`config.mk`:
```
export PLATFORM = sky130hd
export DESIGN_NAME = usb_data_rx
export DESIGN_NICKNAME = d
export VERILOG_FILES = /design/src/rtl/usb_pkg.sv /design/src/rtl/usb_crc16_acc.sv /design/src/rtl/usb_data_rx.sv
export SDC_FILE = /design/constraint.sdc
export NUM_CORES = 1
export LEC_CHECK = 0
export CELL_PAD_IN_SITES_DETAIL_PLACEMENT = 2
export CELL_PAD_IN_SITES_GLOBAL_PLACEMENT = 2
export CORE_MARGIN = 2
export CORE_UTILIZATION = 41
export CTS_CLUSTER_DIAMETER = 60
export DETAILED_ROUTE_END_ITERATION = 7
export DONT_BUFFER_PORTS = 1
export GPL_TIMING_DRIVEN = 0
export HOLD_SLACK_MARGIN = 0.03
export PLACE_DENSITY = 0.84
export SLEW_MARGIN = 10
export SYNTH_ARGS = -nofsm -noshare
export SYNTH_HDL_FRONTEND = slang
export SYNTH_SLANG_ARGS = --single-unit
```
`constraint.sdc`:
```
create_clock -name clk -period 4.4 [get_ports clk]
set_clock_uncertainty 0.05 [all_clocks]
set_input_delay 0.22 -clock clk [delete_from_list [all_inputs] [get_ports clk]]
set_output_delay 0.22 -clock clk [all_outputs]
set_load 0.005 [all_outputs]
```
`src/rtl/usb_pkg.sv`:
```
// usb_pkg: PID and CRC16 constants, rx state enum and a byte-wide reflected CRC16 step
package usb_pkg;
  localparam logic [7:0] PID_DATA0 = 8'hC3;
  localparam logic [7:0] PID_DATA1 = 8'h4B;
  localparam logic [15:0] CRC16_INIT = 16'hFFFF;
  localparam logic [15:0] CRC16_POLY_R = 16'hA001;
  localparam logic [15:0] CRC16_RESIDUAL = 16'hB001;
  typedef enum logic [1:0] {IDLE, PAYLOAD, SKIP, DONE} rx_state_t;
  function automatic logic [15:0] crc16_byte(input logic [15:0] c, input logic [7:0] b);
    logic [15:0] r;
    r = c;
    for (int i = 0; i < 8; i++) r = (r >> 1) ^ ((r[0] ^ b[i]) ? CRC16_POLY_R : 16'h0000);
    return r;
  endfunction
endpackage

```
`src/rtl/usb_crc16_acc.sv`:
```
// usb_crc16_acc: byte-wide reflected CRC16 accumulator with synchronous init and enable
module usb_crc16_acc import usb_pkg::*; (
  input  logic        clk,
  input  logic        rst,
  input  logic        i_init,
  input  logic        i_en,
  input  logic [7:0]  i_byte,
  output logic [15:0] o_crc,
  output logic [15:0] o_crc_nxt
);
  logic [15:0] r_crc;
  assign o_crc = r_crc;
  assign o_crc_nxt = crc16_byte(r_crc, i_byte);
  always_ff @(posedge clk)
    if (rst || i_init) r_crc <= CRC16_INIT;
    else if (i_en) r_crc <= o_crc_nxt;
endmodule

```
`src/rtl/usb_data_rx.sv`:
```
// usb_data_rx: USB DATA-packet receiver (PID check, CRC16, 2-byte CRC withholding, status strobe)
// Optional saturating error counter output err_cnt when USB_RX_ERR_CNT_EN is defined.
module usb_data_rx import usb_pkg::*; #(
  parameter int MAX_PAYLOAD = 64
) (
  input  logic                             clk,
  input  logic                             rst,
  input  logic [7:0]                       rx_byte,
  input  logic                             rx_byte_valid,
  input  logic                             rx_eop,
  input  logic                             rx_abort,
  output logic [7:0]                       pl_data,
  output logic                             pl_wr,
  output logic                             pl_drop,
  output logic                             pkt_done,
  output logic                             pkt_ok,
  output logic                             data_pid,
  output logic [$clog2(MAX_PAYLOAD+1)-1:0] pl_count,
  output logic                             err_pid,
  output logic                             err_crc,
  output logic                             err_len,
`ifdef USB_RX_ERR_CNT_EN
  output logic [7:0]                       err_cnt,
`endif
  output logic                             busy
);
  localparam int CW = $clog2(MAX_PAYLOAD + 1);
  rx_state_t r_state, w_state_nxt;
  logic [7:0] r_h0, r_h1;
  logic [1:0] r_held, w_held;
  logic [CW-1:0] r_cnt, w_cnt;
  logic r_ovf, r_perr, r_pid;
  logic [15:0] w_crc, w_crc_nxt, w_crc_eff;
  logic w_take, w_pid_ok, w_is_data, w_start, w_pbyte, w_shift, w_full, w_wr, w_ovf;
  logic w_active, w_abort, w_eop, w_done, w_ecrc, w_elen, w_ok;
  usb_crc16_acc u_crc (
    .clk       (clk),
    .rst       (rst),
    .i_init    (w_start),
    .i_en      (w_pbyte),
    .i_byte    (rx_byte),
    .o_crc     (w_crc),
    .o_crc_nxt (w_crc_nxt)
  );
  assign busy = (r_state == PAYLOAD);
  always_comb begin
    w_take = rx_byte_valid & ~rx_abort;
    w_pid_ok = (rx_byte[7:4] == ~rx_byte[3:0]);
    w_is_data = (rx_byte == PID_DATA0) || (rx_byte == PID_DATA1);
    w_start = (r_state == IDLE) & w_take & w_pid_ok & w_is_data;
    w_pbyte = (r_state == PAYLOAD) & w_take;
    w_shift = w_pbyte & (r_held == 2'd2);
    w_full = (r_cnt == CW'(MAX_PAYLOAD));
    w_wr = w_shift & ~w_full;
    w_ovf = r_ovf | (w_shift & w_full);
    w_cnt = r_cnt + CW'(w_wr);
    w_held = (r_held == 2'd2) ? 2'd2 : r_held + {1'b0, w_pbyte};
    // a byte arriving with EOP is folded in before the checks
    w_crc_eff = w_pbyte ? w_crc_nxt : w_crc;
    w_active = (r_state == PAYLOAD) | (r_state == SKIP);
    w_abort = rx_abort & w_active;
    w_eop = rx_eop & ~rx_abort & w_active;
    w_done = w_eop & ((r_state == PAYLOAD) | r_perr);
    w_ecrc = (r_state == PAYLOAD) & (w_crc_eff != CRC16_RESIDUAL);
    w_elen = (r_state == PAYLOAD) & ((w_held != 2'd2) | w_ovf);
    w_ok = ~(w_ecrc | w_elen | r_perr);
    w_state_nxt = r_state;
    unique case (r_state)
      IDLE:    w_state_nxt = w_take ? (w_start ? PAYLOAD : SKIP) : IDLE;
      PAYLOAD,
      SKIP:    w_state_nxt = w_abort ? IDLE : (w_eop ? DONE : r_state);
      DONE:    w_state_nxt = IDLE;
      default: w_state_nxt = IDLE;
    endcase
  end
  always_ff @(posedge clk)
    if (rst) r_state <= IDLE;
    else r_state <= w_state_nxt;
  always_ff @(posedge clk)
    if (rst) begin
      r_h0 <= '0;
      r_h1 <= '0;
      r_held <= '0;
      r_cnt <= '0;
      r_ovf <= 1'b0;
      r_perr <= 1'b0;
      r_pid <= 1'b0;
      pl_data <= '0;
      pl_wr <= 1'b0;
      pl_drop <= 1'b0;
      pkt_done <= 1'b0;
      pkt_ok <= 1'b0;
      data_pid <= 1'b0;
      pl_count <= '0;
      err_pid <= 1'b0;
      err_crc <= 1'b0;
      err_len <= 1'b0;
    end else begin
      if (r_state == IDLE) begin
        r_held <= '0;
        r_cnt <= '0;
        r_ovf <= 1'b0;
        r_perr <= w_take & ~w_pid_ok;
      end else begin
        r_held <= w_held;
        r_cnt <= w_cnt;
        r_ovf <= w_ovf;
      end
      if (w_start) r_pid <= (rx_byte == PID_DATA1);
      if (w_pbyte) begin
        if (r_held == 2'd0) r_h0 <= rx_byte;
        else if (r_held == 2'd1) r_h1 <= rx_byte;
        else begin
          r_h0 <= r_h1;
          r_h1 <= rx_byte;
        end
      end
      pl_wr <= w_wr;
      if (w_wr) pl_data <= r_h0;
      pkt_done <= w_done;
      if (w_done) begin
        pkt_ok <= w_ok;
        data_pid <= r_pid & (r_state == PAYLOAD);
        pl_count <= w_cnt;
        err_pid <= r_perr;
        err_crc <= w_ecrc;
        err_len <= w_elen;
      end
      pl_drop <= (w_done & ~w_ok & (w_cnt != '0)) | (w_abort & (r_cnt != '0));
    end
`ifdef USB_RX_ERR_CNT_EN
  logic [7:0] r_err_cnt;
  assign err_cnt = r_err_cnt;
  always_ff @(posedge clk)
    if (rst) r_err_cnt <= '0;
    else if (((w_done & ~w_ok) | w_abort) && r_err_cnt != 8'hFF) r_err_cnt <= r_err_cnt + 8'd1;
`endif
endmodule

```
* After elaboration in Yosys (flattened, before gate mapping) *
Cells that the tools add are included.

word-level totals
  bits in registers = 69
  latch bits = 0
  bits in writable memories = 0
  memory bits (read-only) = 0
  input bits = 13
  output and inout port bits = 24
  word-level logic and storage cells = 109
  memories kept = 0

cells by class
  add/subtract/negate cells = 2
  $mul = 0
  divide/modulo/power cells = 0
  order comparisons = 0
  equal/unequal tests = 13
  shift operators = 0
  muxes and demuxes = 17
  bitwise gates (word level) = 48
  reductions and logical operators = 10

operators by type and width
  cell                  count
  $mux 16               9
  $xor 15x16->16        8
  $and 1x1->1           19
  $mux 8                2
  $ne 16x16->1 const B  1
  $reduce_bool 7->1     2
  $mux 2                5
  $eq 8x7->1 const B    1
  $eq 8x8->1 const B    1
  $xor 1x1->1           8
  $add 7x1->7           1
  $eq 7x7->1 const B    1
  $or 1x1->1            7
  $eq 2x2->1 const B    3
  $pmux 2 s3            1
  $not 1->1             5
  $eq 2x1->1 const B    2
  $eq 4x4->1            1
  $logic_not 2->1       2
  $ne 2x2->1 const B    2
  $not 4->4             1
  $reduce_and 2->1      2
  $reduce_or 2->1       2
  $ne 3x3->1 const B    1
  2 further kinds       3

* Logic depth before layout (Yosys ltp) *
  depth in word-level cells = 32
  gate-level depth with buffers = 14
  mapped depth without buffers = 12

* Cells and area by module *
From an unflattened synthesis, not the netlist that was laid out.

second synthesis, totals
  cells, all modules = 370
  area, all modules = 3,258.1 um^2

by module, submodules not included
  module         times used  cells each  area each (um^2)  seq. area each (um^2)
  usb_data_rx    1           278         2,388.5           1,061.0
  usb_crc16_acc  1           92          869.6             320.3

* Least setup slack after synthesis *
Ideal clock, no wire load.

  path type = reg2reg
  start point = register r_state[1]
  end point = register pl_drop
  library setup time = 127 ps
  arrival = 2,744 ps
  data required time = 4,223 ps
  slack = 1,480 ps
  stages on the path, launching flop included = 15
  buffers on the path = 2
  clock period less this slack = 2,920 ps
  path through = dfxtp_1 -> inv_1 -> ha_1 -> nand3b_2 -> buf_6 -> nor3b_1 -> buf_1 -> ha_1 -> ha_1 -> nand3_1 -> xor2_1 -> and3_1 -> nand4_1 -> a21oi_1 -> a21oi_1

on the way
  elaborated cells on any way between the ends = 28
  those cells by class = 2 x add/sub; 4 x eq/ne; 2 x mux; 19 x bitwise; 1 x reduce/logical

RTL lines
  element                 RTL line            source
  from (decl)             usb_data_rx.sv:28   rx_state_t r_state, w_state_nxt;
  from (signal assigned)  usb_data_rx.sv:78   else r_state <= w_state_nxt;
  $eq 2x1->1              -
  named net busy          usb_data_rx.sv:25   output logic busy
  $and 1x1->1             usb_data_rx.sv:51   w_pbyte = (r_state == PAYLOAD) & w_take;
  $and 1x1->1             usb_data_rx.sv:52   w_shift = w_pbyte & (r_held == 2'd2);
  $and 1x1->1             usb_data_rx.sv:54   w_wr = w_shift & ~w_full;
  named net w_wr          usb_data_rx.sv:34   logic w_take, w_pid_ok, w_is_data, w_start, w_pbyte, w_shift, w_full, w_wr, w_ovf;
  $add 7x1->7             usb_data_rx.sv:56   w_cnt = r_cnt + CW'(w_wr);
  $reduce_bool 7->1       usb_data_rx.sv:129  pl_drop <= (w_done & ~w_ok & (w_cnt != '0)) | (w_abort & (r_cnt != '0));
  $and 1x1->1             usb_data_rx.sv:129
  $or 1x1->1              usb_data_rx.sv:129
  to (signal assigned)    usb_data_rx.sv:129
  to (decl)               usb_data_rx.sv:14   output logic pl_drop,

The timed path passes the listed nets, and every way through them passes these cells.
A chain may end at the register's enable or synchronous reset.

* Worst setup path after layout *
Same ends and word-level chain as after synthesis.

==> run summary <==
- 7081 um — detailed-placement wirelength estimate
- 640 ps — setup slack on the worst flop-to-flop path
- 7370 um2 — total core area
- 37 — ports placed on the boundary
- 3019 — number of global-route vias before repair
- sky130_fd_sc_hd__dfxtp_1 — leading cell type by number of instances after synthesis
- 14 — cells on worst reg2reg path
- 0.2579 — switching portion of total power
- 0.4918 — max_slew headroom
- 0.4756 — core utilization of the finished layout
- 3 — H-Tree Depth
- 3 — number of buffers and inverters on the critical path
- 0 — count of final setup violators
- 396 — Final Net Count
- 0 — fraction of synthesis flops using an asynchronous set or reset pin
- adder cells — CP top delay family
- 0.4377 — top-area cell type share of the netlist area
- 0 ps — final sum of negative setup slack
- 45 — count of different cell masters after synthesis
- 3759 ps — final critical-path required period
- 0.520 — Reg power frac
- 9 — TritonCTS buffer count
- 31 — floorplan row count
- 0 — antenna violations before repair
- sky130_fd_sc_hd__dfxtp_1 — cell taking the most area after synthesis
- pl_drop$_SDFF_PP0_ — capturing instance or port of the critical path
- 91.73 um — die span in y
- 350 ps — clock latency on the worst-skew pair
- sky130_fd_sc_hd__buf_1 — Crit-path slowest cell
- 166.2 uV — largest vdd supply drop
- 0 — number of endpoints with negative hold slack in the final report
- met2 — busiest grt layer
- 4580 ps — data required time at the worst endpoint
- 10 — biggest fanout along the worst timing path
- 0.401 — power share of the clock group
- 80 ps — Worst-path clk slew
- sky130_fd_sc_hd__dfxtp_1 (44%), sky130_fd_sc_hd__nand2_1 (5.9%), sky130_fd_sc_hd__nor2_1 (5.4%) — synth top area cells
- 5.642 — mean number of vias per cell
- 0.8543 — final clock period utilization by the worst path
- 87 — number of DRC markers after the initial detailed-route iteration
- sky130_fd_sc_hd__dfxtp_1 — most common flop cell mapped by yosys
- 0.08639 — share of cells above drive strength 1
- 0.079 — portion of total power attributed to combinational logic
- 0.7978 — RePlAce Congestion
- 0 — grt total ovfl
- r_state[1]$_SDFFE_PP0P_ — launch point of the worst reg-to-reg path
- 0 — max-capacitance violation count
- 0.4377 — portion of the post-synthesis area used by sequential elements
- 345.4 nW/um2 — total power density per cell area
- sky130_fd_sc_hd__clkbuf_8 — root buf cell
- 0 — yosys warns
- 2 — Worst Hold Path Cells
- reg2reg — critical setup path kind
- 69 — clk sinks
- 20.93 um — WL per Instance
- 0 — number of nets with antenna violations after routing
- 898.2 uW — cell-internal power
- 16350 um — wire length of the first global-routing pass
- inv_1 -> ha_1 -> nand3b_2 -> buf_6 -> nor3b_1 -> buf_1 -> ha_1 -> ha_1 -> nand3_1 -> xor2_1 -> and3_1 -> nand4_1 -> a21oi_1 -> a21oi_1 — cells along the critical path
- 312.2 uW — net switching power figure
- 0.2533 — overall routing resource usage
- 0.04273 — GR Util met3
- 0.4282 — starting density of the core
- in2reg — type of the tightest min-delay check
- 10070 um — Post-Route WL
- 8.717 um2 — post-synthesis average cell area
- 8414 um2 — die area
- 12 — maximum number of pins on one net before global-route repair
- 0 — count of flip-flops with a built-in enable after synthesis
- 0.001271 uW — Leak
- 0 — postcts setup bufs
- flip-flop — type of origin of the critical path
- 0 — number of slew-limit violations in the final report
- 2 — deepest clock path buffer count
- 0 — number of input and output port buffers inserted
- r_state[1]$_SDFFE_PP0P_ — critical path startpoint
- sky130_fd_sc_hd__dfxtp_1 (69), sky130_fd_sc_hd__nand2_1 (50), sky130_fd_sc_hd__nor2_1 (45), sky130_fd_sc_hd__a21oi_1 (21), sky130_fd_sc_hd__o21ai_0 (20) — most used standard cells in the synthesized netlist
- finished, final reports clean — run status
- sky130_fd_sc_hd__ha_1 — Worst path most repeated cell
- 762.2 ps — worst-margin pin slew
- flip-flop — Crit. End Element
- no — setup repair after global routing missed its margin
- 14 — critical path depth in cells
- 4 — number of iterations in the first detailed-routing pass
- built — TritonCTS clock tree
- 362 — gate count of the mapped netlist
- 0 — # DRC
- 69 — synthesized flop and latch total
- pl_drop$_SDFF_PP0_ — end of the worst register-to-register path
- 0.3042 — met1 usage in global routing
- 91.73 um — Die Wd
- 11.06% — synth-to-layout area growth
- 0.4522 — global routing usage on met2
- 2714 — via count
- 380 — Post-Synthesis Net Count
- 3156 um2 — netlist area before placement
- 0.2660 GHz — f_max
- 3940 ps — arrival time of data at the critical path endpoint
- 600 ps — biggest cell delay along the critical path
- 0 — number of diodes added for antenna fixing
[kinds of logic (layout without fill, tap and decap cells)]
kind of cell | after synthesis | in the layout | synth area share
adders and majority gates | 5 | 5 | 0.01983
muxes | 10 | 10 | 0.03172
buffers and inverters | 27 | 47 | 0.04242
DFF | 69 | 69 | 0.4377
and+or+nand+nor | 147 | 147 | 0.2113
xor gates and xnor gates | 34 | 34 | 0.1166
AOI/OAI and AO/OA | 70 | 70 | 0.1404
[what timing repair did]
item | 4_1_cts | 5_1_grt
hold buffers | 5 | 0
endpoints found under the hold margin | 9 | 0
gates resized for setup | 0 | 0
[sequential cells by signal (all words and copies together) (netlist names), 2 cells and up]
name	cells
pl_count	7
pl_data	8
r_cnt	7
r_h0	8
r_h1	8
r_held	2
r_state	2
u_crc.o_crc	16
[worst min path at each step]
stage                           from                   end  slack (ps)
final                            rst   pkt_done$_SDFF_PP0_          50
after global routing             rst   pkt_done$_SDFF_PP0_          50
after CTS                        rst   pkt_done$_SDFF_PP0_          30
after detailed placement  rx_byte[5]  r_h1[5]$_SDFFE_PP0P_         320
after global placement    rx_byte[3]  r_h1[3]$_SDFFE_PP0P_         310
after floorplan           rx_byte[3]  r_h1[3]$_SDFFE_PP0P_         310
[power by group through the flow]
stage	Sequential (uW)	Combinational [uW]	Clock, uW
floorplan	643	69.5	0
global placement	644	86.1	0
detailed placement	644	88.5	0
CTS	630	95.8	493
global route	630	104	525
finish	630	95.8	485
[stage by stage]
| step | total power [uW] | worst slack, ps | hold slack (ps) | cells | instance area (um2) |
|---|---|---|---|---|---|
| finish | 1210 | 641.0 | 48.55 | 481 | 3505 |
| global route | 1259 | 378.9 | 50.20 | 481 | 3505 |
| CTS | 1218 | 626.2 | 31.98 | 481 | 3505 |
| detailed placement | 732.8 | 720.8 | 315.7 | 461 | 3279 |
| global placement | 730.1 | 856.8 | 309.3 | 461 | 3279 |
| floorplan | 712.7 | 1480 | 306.0 | 362 | 3156 |
[final cells by class]
type	count	area, um2
Fill cell	833	3865
Multi-Input combinational cell	266	1640
Sequential cell	69	1381
Clock buffer	11	151.4
Tap cell	99	123.9
Buffer	22	115.1
Timing Repair Buffer	5	50.05
Clock inverter	4	23.77
Inverter	5	18.77
[cells in the final DEF, fill, tap and decap left out, types with 8 or more instances in the layout]
cell	n
sky130_fd_sc_hd__xor2_1	10
sky130_fd_sc_hd__nor2_1	45
sky130_fd_sc_hd__mux2i_1	10
sky130_fd_sc_hd__nand2_1	50
sky130_fd_sc_hd__a311oi_1	8
sky130_fd_sc_hd__o211ai_1	9
sky130_fd_sc_hd__o21ai_0	20
sky130_fd_sc_hd__nor3_1	11
sky130_fd_sc_hd__clkbuf_8	11
sky130_fd_sc_hd__xnor2_1	18
sky130_fd_sc_hd__a21oi_1	21
sky130_fd_sc_hd__dfxtp_1	69
sky130_fd_sc_hd__nand3_1	15
sky130_fd_sc_hd__clkbuf_1	14
[layer usage]
metal	share of wire	routed length [um]
met5	0	0
met4	0.018	180
met3	0.033	336
met2	0.52	5257
met1	0.43	4292
Power figures use the tool's default switching activity.
